File: src/rtl/reg_bank_wr_pkg.sv
// Shared constants for the register bank write side and the downstream read mux.
// Address map, register count and data width live here so both ends agree.
package reg_bank_wr_pkg;

    localparam int DATA_W    = 64;
    localparam int ADDR_W    = 16;
    localparam int REG_COUNT = 10;

    localparam logic [ADDR_W-1:0] ADDR_R_BASE    = 16'h0100;
    localparam logic [ADDR_W-1:0] ADDR_I_BASE    = 16'h0110;
    localparam logic [ADDR_W-1:0] ADDR_OP_START  = 16'h0120;
    localparam logic [ADDR_W-1:0] ADDR_INT_MASK  = 16'h0121;
    localparam logic [ADDR_W-1:0] ADDR_INTERRUPT = 16'h0122;

    // True when the address selects one of the 23 implemented registers.
    function automatic logic addr_mapped(input logic [ADDR_W-1:0] addr);
        logic r_hit;
        logic i_hit;
        logic c_hit;
        r_hit = (addr >= ADDR_R_BASE) && (addr < ADDR_R_BASE + 16'(REG_COUNT));
        i_hit = (addr >= ADDR_I_BASE) && (addr < ADDR_I_BASE + 16'(REG_COUNT));
        c_hit = (addr >= ADDR_OP_START) && (addr <= ADDR_INTERRUPT);
        return r_hit || i_hit || c_hit;
    endfunction

endpackage

File: src/rtl/reg_bank_wr_register64_r_en.sv
// 64-bit storage register with asynchronous active-low clear and load enable.
// Used for every data and instruction register in the bank.
module reg_bank_wr_register64_r_en
    import reg_bank_wr_pkg::*;
(
    input  logic              clk,
    input  logic              reset_n,
    input  logic              en,
    input  logic [DATA_W-1:0] d,
    output logic [DATA_W-1:0] q
);

    logic [DATA_W-1:0] q_reg;

    always_ff @(posedge clk or negedge reset_n) begin
        if (!reset_n) begin
            q_reg <= '0;
        end else if (en) begin
            q_reg <= d;
        end
    end

    assign q = q_reg;

endmodule

File: src/rtl/reg_bank_wr.sv
// Bus-slave write side of the register bank: R/I/control register storage,
// op_done completion tracking into INTERRUPT, and the registered read select.
module reg_bank_wr
    import reg_bank_wr_pkg::*;
(
    input  logic              clk,
    input  logic              reset_n,
    input  logic              S_SEL,
    input  logic              S_WR,
    input  logic [ADDR_W-1:0] S_ADDR,
    input  logic [DATA_W-1:0] S_DIN,
    input  logic              op_done,
    output logic [DATA_W-1:0] R0,
    output logic [DATA_W-1:0] R1,
    output logic [DATA_W-1:0] R2,
    output logic [DATA_W-1:0] R3,
    output logic [DATA_W-1:0] R4,
    output logic [DATA_W-1:0] R5,
    output logic [DATA_W-1:0] R6,
    output logic [DATA_W-1:0] R7,
    output logic [DATA_W-1:0] R8,
    output logic [DATA_W-1:0] R9,
    output logic [DATA_W-1:0] I0,
    output logic [DATA_W-1:0] I1,
    output logic [DATA_W-1:0] I2,
    output logic [DATA_W-1:0] I3,
    output logic [DATA_W-1:0] I4,
    output logic [DATA_W-1:0] I5,
    output logic [DATA_W-1:0] I6,
    output logic [DATA_W-1:0] I7,
    output logic [DATA_W-1:0] I8,
    output logic [DATA_W-1:0] I9,
    output logic [DATA_W-1:0] OP_START,
    output logic [DATA_W-1:0] INT_MASK,
    output logic [DATA_W-1:0] INTERRUPT,
    output logic [ADDR_W-1:0] rd_sel,
    output logic              rd_valid,
    output logic              rd_err,
    output logic              o_irq
);

    logic [DATA_W-1:0] r_q [REG_COUNT];
    logic [DATA_W-1:0] i_q [REG_COUNT];
    logic [REG_COUNT-1:0] r_load;
    logic [REG_COUNT-1:0] i_load;

    logic [DATA_W-1:0] op_start_reg, op_start_next;
    logic [DATA_W-1:0] int_mask_reg, int_mask_next;
    logic [DATA_W-1:0] interrupt_reg, interrupt_next;
    logic [ADDR_W-1:0] rd_sel_reg;
    logic              rd_valid_reg;
    logic              rd_err_reg;

    logic wr_en;
    logic rd_en;
    logic busy;
    logic bank_wr_en;
    logic done_valid;

    assign wr_en      = S_SEL & S_WR;
    assign rd_en      = S_SEL & ~S_WR;
    assign busy       = op_start_reg[0];
    assign bank_wr_en = wr_en & ~busy;
    assign done_valid = op_done & busy;

    genvar gi;
    generate
        for (gi = 0; gi < REG_COUNT; gi++) begin : g_bank
            assign r_load[gi] = bank_wr_en && (S_ADDR == ADDR_R_BASE + 16'(gi));
            assign i_load[gi] = bank_wr_en && (S_ADDR == ADDR_I_BASE + 16'(gi));

            reg_bank_wr_register64_r_en u_r (
                .clk     (clk),
                .reset_n (reset_n),
                .en      (r_load[gi]),
                .d       (S_DIN),
                .q       (r_q[gi])
            );

            reg_bank_wr_register64_r_en u_i (
                .clk     (clk),
                .reset_n (reset_n),
                .en      (i_load[gi]),
                .d       (S_DIN),
                .q       (i_q[gi])
            );
        end
    endgenerate

    // A bus write to OP_START overrides the completion clear; on INTERRUPT the
    // completion set is OR-ed into bit 0 so software cannot lose an event.
    always_comb begin
        op_start_next  = op_start_reg;
        int_mask_next  = int_mask_reg;
        interrupt_next = interrupt_reg;

        if (done_valid) begin
            op_start_next[0]  = 1'b0;
            interrupt_next[0] = 1'b1;
        end

        if (wr_en) begin
            if (S_ADDR == ADDR_OP_START) begin
                op_start_next = S_DIN;
            end
            if (S_ADDR == ADDR_INT_MASK) begin
                int_mask_next = S_DIN;
            end
            if (S_ADDR == ADDR_INTERRUPT) begin
                interrupt_next = {S_DIN[DATA_W-1:1], S_DIN[0] | done_valid};
            end
        end
    end

    always_ff @(posedge clk or negedge reset_n) begin
        if (!reset_n) begin
            op_start_reg  <= '0;
            int_mask_reg  <= '0;
            interrupt_reg <= '0;
            rd_sel_reg    <= '0;
            rd_valid_reg  <= 1'b0;
            rd_err_reg    <= 1'b0;
        end else begin
            op_start_reg  <= op_start_next;
            int_mask_reg  <= int_mask_next;
            interrupt_reg <= interrupt_next;
            rd_valid_reg  <= rd_en;
            rd_err_reg    <= rd_en & ~addr_mapped(S_ADDR);
            if (rd_en) begin
                rd_sel_reg <= S_ADDR;
            end
        end
    end

    assign R0 = r_q[0];
    assign R1 = r_q[1];
    assign R2 = r_q[2];
    assign R3 = r_q[3];
    assign R4 = r_q[4];
    assign R5 = r_q[5];
    assign R6 = r_q[6];
    assign R7 = r_q[7];
    assign R8 = r_q[8];
    assign R9 = r_q[9];
    assign I0 = i_q[0];
    assign I1 = i_q[1];
    assign I2 = i_q[2];
    assign I3 = i_q[3];
    assign I4 = i_q[4];
    assign I5 = i_q[5];
    assign I6 = i_q[6];
    assign I7 = i_q[7];
    assign I8 = i_q[8];
    assign I9 = i_q[9];

    assign OP_START  = op_start_reg;
    assign INT_MASK  = int_mask_reg;
    assign INTERRUPT = interrupt_reg;
    assign rd_sel    = rd_sel_reg;
    assign rd_valid  = rd_valid_reg;
    assign rd_err    = rd_err_reg;
    assign o_irq     = interrupt_reg[0] & int_mask_reg[0];

endmodule

File: config.mk
export PLATFORM = sky130hd
export DESIGN_NAME = reg_bank_wr
export DESIGN_NICKNAME = d
export VERILOG_FILES = /design/src/rtl/reg_bank_wr_pkg.sv /design/src/rtl/reg_bank_wr_register64_r_en.sv /design/src/rtl/reg_bank_wr.sv
export SDC_FILE = /design/constraint.sdc
export NUM_CORES = 2
export LEC_CHECK = 0
export CORE_AREA = 2 2 621 623
export DETAILED_ROUTE_END_ITERATION = 6
export DIE_AREA = 0 0 623 625
export GPL_TIMING_DRIVEN = 1
export PLACE_DENSITY = 0.32
export REMOVE_ABC_BUFFERS = 1
export SETUP_SLACK_MARGIN = 0.05
export SYNTH_ARGS = -nofsm -noshare
export SYNTH_HDL_FRONTEND = slang
export SYNTH_SLANG_ARGS = --single-unit
File: constraint.sdc
create_clock -name clk -period 2.4 [get_ports clk]
set_input_delay 0.24 -clock clk [delete_from_list [all_inputs] [get_ports clk]]
set_output_delay 0.24 -clock clk [all_outputs]
set_load 0.02 [all_outputs]
* Word level (Yosys, flattened, before mapping)
Index checks and enable logic that the tools add are counted.
W data, S select, Z words.
** Storage, ports and cells
- Register bits :: 1490
- Bits in latches :: 0
- Bits in writable memories :: 0
- Bits in read-only memories :: 0
- Memories kept :: 0
** Cells by class
- Add/subtract/negate cells :: 0
- Multiply operators :: 0
- Divide/modulo/power cells :: 0
- $lt $le $gt $ge :: 6
- Equality and inequality tests :: 23
- Shift operators :: 0
- Mux-type cells :: 6
- Bitwise gates (word level) :: 10
- Reductions and logical operators :: 28
** Operators with widths (count)
- $eq A16 B9 Y1 const B :: 23
- $ge A16 B9 Y1 const B :: 3
- $lt A16 B9 Y1 const B :: 2
- $logic_and A1 B1 Y1 :: 23
- $le A16 B9 Y1 const B :: 1
- $and A1 B1 Y1 :: 6
- $mux W1 :: 6
- $reduce_and A2 Y1 :: 3
- $not A1 Y1 :: 3
- $logic_or A1 B1 Y1 :: 2
- $or A1 B1 Y1 :: 1

* Longest topological paths before layout
- Depth in word-level cells :: 6
- Mapped depth :: 7
- Gate-level depth less buffers :: 4

* Hierarchy
A second synthesis with hierarchy kept.
** Second synthesis, totals
- Cell total of the unflattened synthesis :: 3232
- Area, all modules :: 61868.1 µm²
** By module, submodules not included
- reg_bank_wr_register64_r_en :: instances 20, cells an instance 135, area an instance 2678.8 µm², sequential area each 1601.5 µm²
- reg_bank_wr :: instances 1, cells an instance 532, area an instance 8291.7 µm², sequential area each 5255.0 µm²

* Least setup slack after synthesis
Ideal clock, no wire load.
- Path kind :: input to register
- From :: input S_ADDR[10]
- To :: register g_bank[0].u_i.q_reg[10]
- Setup time :: 0.125 ns
- Arrival :: 2.136 ns
- Data required time :: 2.275 ns
- Slack :: 0.139 ns
- Stages on the path :: 5
- Path through :: nor4_4 > nand4_4 > nor3_4 > buf_4 > mux2_2
** On the way
- Longest elaborated chain between the ends :: 2
** Ends and longest elaborated chain
- start, declared :: RTL line reg_bank_wr.sv:10 : input logic [ADDR_W-1:0] S_ADDR,
- $eq A16 B9 Y1 :: RTL line reg_bank_wr.sv:70 : assign i_load[gi] = bank_wr_en && (S_ADDR == ADDR_I_BASE + 16'(gi));
- $logic_and A1 B1 Y1 :: RTL line reg_bank_wr.sv:70
- end signal, assigned :: RTL line reg_bank_wr_register64_r_en.sv:17 : q_reg <= '0;
- end signal, assigned :: RTL line reg_bank_wr_register64_r_en.sv:19 : q_reg <= d;
- end, declared :: RTL line reg_bank_wr_register64_r_en.sv:13 : logic [DATA_W-1:0] q_reg;
No other way between the ends.
A chain may end at the register's enable or synchronous reset.

* Worst setup path in the final report
- From :: register op_start_reg[0] (netlist: OP_START[0])
- To :: register g_bank[9].u_r.q_reg[27]
** On the way
- Longest elaborated chain between the ends :: 3
** Ends and longest elaborated chain
- start, declared :: RTL line reg_bank_wr.sv:47 : logic [DATA_W-1:0] op_start_reg, op_start_next;
- start signal, assigned :: RTL line reg_bank_wr.sv:124 : op_start_reg <= op_start_next;
- $not A1 Y1 :: RTL line reg_bank_wr.sv:63 : assign bank_wr_en = wr_en & ~busy;
- $and A1 B1 Y1 :: RTL line reg_bank_wr.sv:63
- $logic_and A1 B1 Y1 :: RTL line reg_bank_wr.sv:69 : assign r_load[gi] = bank_wr_en && (S_ADDR == ADDR_R_BASE + 16'(gi));
- end signal, assigned :: RTL line reg_bank_wr_register64_r_en.sv:17
- end signal, assigned :: RTL line reg_bank_wr_register64_r_en.sv:19
- end, declared :: RTL line reg_bank_wr_register64_r_en.sv:13
No other way between the ends.

==> flow_summary.ini <==
[die]
start_util = 0.146
die_h_microns = 625
rows = 228
die_x_microns = 623
pin_count = 1576
core-area_sq_um = 384000
die-area_sq_um = 389000

[worst_setup_path]
slowest_delay_ns = 0.45
rr_worst_depth = 8
regToRegSetupSlack_ns = 0.06
critPathKind = reg -> reg
cpMaxStageDelayCell = dfrtp_2
endpoint_kind = register
path_delay_family = simple AND/OR/NAND/NOR gates
required_ns = 3.14
cp.arrival_ns = 3.07
startpoint_type = register
critPathMostFrequentCell = buf_6
crit_fanout = 8
r2r-start = OP_START[0]
r2r-end = g_bank[9].u_r.q[27]
critPathBufInv = 4
cp_cell_sequence = nor4bb_4, nand4_1, buf_6, nor2_4, buf_6, buf_16, clkbuf_16, mux2_2

[yosys]
synth_top_family_by_area = multiplexers
synth-xor-area-share = 0
muxShareOfSynthArea = 0.299
synth_top_area_cell = dfrtp_1
seq_area_frac_synth = 0.665
async_flop_share = 1.00
yosys_register_bits = 1490
synth_compound_area_frac = 0.000759
netlist_area_sq_um = 56100
synth_warnings = 0
synth_cell_types = 31
synthSimpleGateAreaFrac = 0.00944
synth.avg_cell_area_sq_um = 16.9
synth_fa_ha_area_frac = 0
synth_area_leaders = dfrtp_1 (66%), mux2_2 (28%), mux2_1 (1.7%)
synth_edf_count = 0
synth_flop_cell = dfrtp_1
syn_inst = 3314
synth_top_area_share = 0.665

[placement]
io_buffer_count = 1575
hpwlAfterDp_microns = 219000
dpl.cell_count = 10100
routabilityCongestion = 0.750

[final_layout]
fin_nets = 5322
instances_no_fill = 10500
drive_above_1_share = 0.399
synthToLayoutAreaGrowth_pct = 58.1

[clock_network]
numClockSinks = 1490
cts_buffers = 198
clk_pin_slew_ns = 0.06
cts_buffer_depth = 4
cts_root_buf = clkbuf_16
h-tree-depth = 4
cts_tree = yes
clk_latency_ns = 0.89

[power_and_ir_drop]
power_w = 0.0574
leakage_nw = 40.7
p_sw_frac = 0.240
pwr-share-clk = 0.526
irDropWorstVdd_uv = 502
p_int_w = 0.0436
pwr-share-seq = 0.439
power_switching_w = 0.0138
power_frac_comb = 0.035
power-per-cell-area_nw_per_um2 = 647

[worst_hold_path]
hold_start = S_DIN[36]
hp-class = in -> reg
min_path_cells = 2
whs_endpoint = g_bank[4].u_r.q[36]

[sta]
final.setup_skew_ns = 0.0374
final.min_clock_period_ns = 2.34
max_freq_mhz = 428
final-setup-viol-count = 0
hold_viol_final = 0
tightest_slew_ns = 0.881
tns_ns = 0
rsz0062_at_grt = yes
slew_violations = 0
hold_slack_ns = 0.0716
timing.slew.headroom = 0.412
timing.final.crit_share = 0.973

[routing]
vias = 36900
drc = 0
drt-pass1-iter-count = 4
totalWireLength_microns = 305000
ant_nets = 0
vias_per_cell = 3.53
drt_iter0_drc = 1528
wire_per_inst_microns = 29.2

[global_route]
grt_overflow = 0
grt_first_pass_wirelength_microns = 396000
grt_max_degree = 84
grt_pass1_vias = 39300
grt_usage = 0.150
antenna_found_initial = 34

[job]
maxCapViolations = 0

[run_status]
run_status = finished, final reports clean
-- layout make-up --
cell class / instances / area [sq um]
Inverter: 2 / 7.51
Fill cell: 40300 / 295000
Antenna cell: 14 / 35.0
Timing Repair Buffer: 1997 / 21000
Tap cell: 5060 / 6330
Multi-Input combinational cell: 1548 / 17600
Clock buffer: 306 / 5860
Clock inverter: 36 / 598
Sequential cell: 1490 / 37300
-- cell usage after synthesis, types with 3 or more instances --
cell      number
a21oi_1        4
buf_1         64
buf_2         91
buf_4          8
buf_6         40
clkbuf_1      71
dfrtp_1     1490
mux2_1        85
mux2_2      1401
nand2_1        3
nand3_1        3
nand4_1        3
nor2_1         7
nor2_2         4
nor2b_1        4
nor3_4        16
-- metal layers --
layer | global-route usage | vias up | part of all wire
met4 | 0.0414 | 4 | 0.030
met3 | 0.0452 | 320 | 0.068
li1 | - | 15500 | -
met1 | 0.166 | 20000 | 0.38
met2 | 0.276 | 1108 | 0.52
met5 | 0 | - | 0.000069
-- worst register-to-register path, stage by stage (launching register included) --
cell and delay [ns]:
dfrtp_2 0.45, nor4bb_4 0.36, nand4_1 0.20, buf_6 0.20, nor2_4 0.15, buf_6 0.13
buf_16 0.17, clkbuf_16 0.24, mux2_2 0.33
-- layout by cell type, fill, tap and decap left out, types with 5 or more instances in the layout --
| master | count |
|---|---|
| buf_6 | 8 |
| mux2_1 | 84 |
| clkbuf_8 | 50 |
| dfrtp_1 | 1489 |
| dlygate4sd2_1 | 16 |
| clkbuf_16 | 208 |
| dlygate4sd3_1 | 5 |
| buf_16 | 10 |
| mux2_2 | 1344 |
| buf_12 | 126 |
| clkbuf_1 | 58 |
| buf_2 | 9 |
| clkinv_2 | 11 |
| nor3_4 | 16 |
| clkdlybuf4s50_1 | 1546 |
| mux2_4 | 58 |
| diode_2 | 14 |
| buf_4 | 259 |
| nor2_4 | 7 |
| bufinv_16 | 11 |
-- worst max-delay path by stage --
| stage | start | to | slack (ns) | depth (start not counted) |
|---|---|---|---|---|
| after floorplan | S_ADDR[15] | OP_START[0] | -2.12 | 4 |
| after global placement | S_ADDR[2] | g_bank[9].u_r.q[44] | -0.85 | 9 |
| after detailed placement | S_ADDR[2] | g_bank[9].u_r.q[25] | -0.85 | 9 |
| after CTS | OP_START[0] | g_bank[9].u_r.q[44] | -0.01 | 8 |
| after global routing | OP_START[0] | g_bank[9].u_r.q[19] | -0.02 | 8 |
| final | OP_START[0] | g_bank[9].u_r.q[27] | 0.06 | 8 |
-- through the flow --
| step | util | setup slack, ns | area [sq um] |
|---|---|---|---|
| 4_1_cts | 0.230 | -0.0117 | 88200 |
| 2_1_floorplan | - | -2.12 | 54600 |
| 3_3_place_gp | 0.211 | -0.850 | 81100 |
| 3_5_place_dp | 0.211 | -0.846 | 81100 |
| 5_1_grt | 0.231 | -0.0227 | 88600 |
| 6_report | 0.231 | 0.0648 | 88700 |
-- power groups by stage --
stage | clock network, W | registers, W | logic, W
floorplan | 0 | 0.0257 | 0.0000944
global placement | 0 | 0.0256 | 0.00209
detailed placement | 0 | 0.0256 | 0.00209
CTS | 0.0314 | 0.0252 | 0.00212
global route | 0.0324 | 0.0252 | 0.00220
finish | 0.0302 | 0.0252 | 0.00201
-- cell families after synthesis --
family          after synthesis
flops                      1490
simple gates                 54
buf+inv                     276
mux                        1487
compound gates                7
-- repair_timing --
action	in CTS	in global routing
hold buffers	6	0
endpoints found under the hold margin	889	0
buffers inserted	18	5
gates cloned	6	10
pin swaps	9	10
setup endpoints to repair	307	305
resized for setup	66	54
No activity file was read; power rests on OpenSTA's default activity.
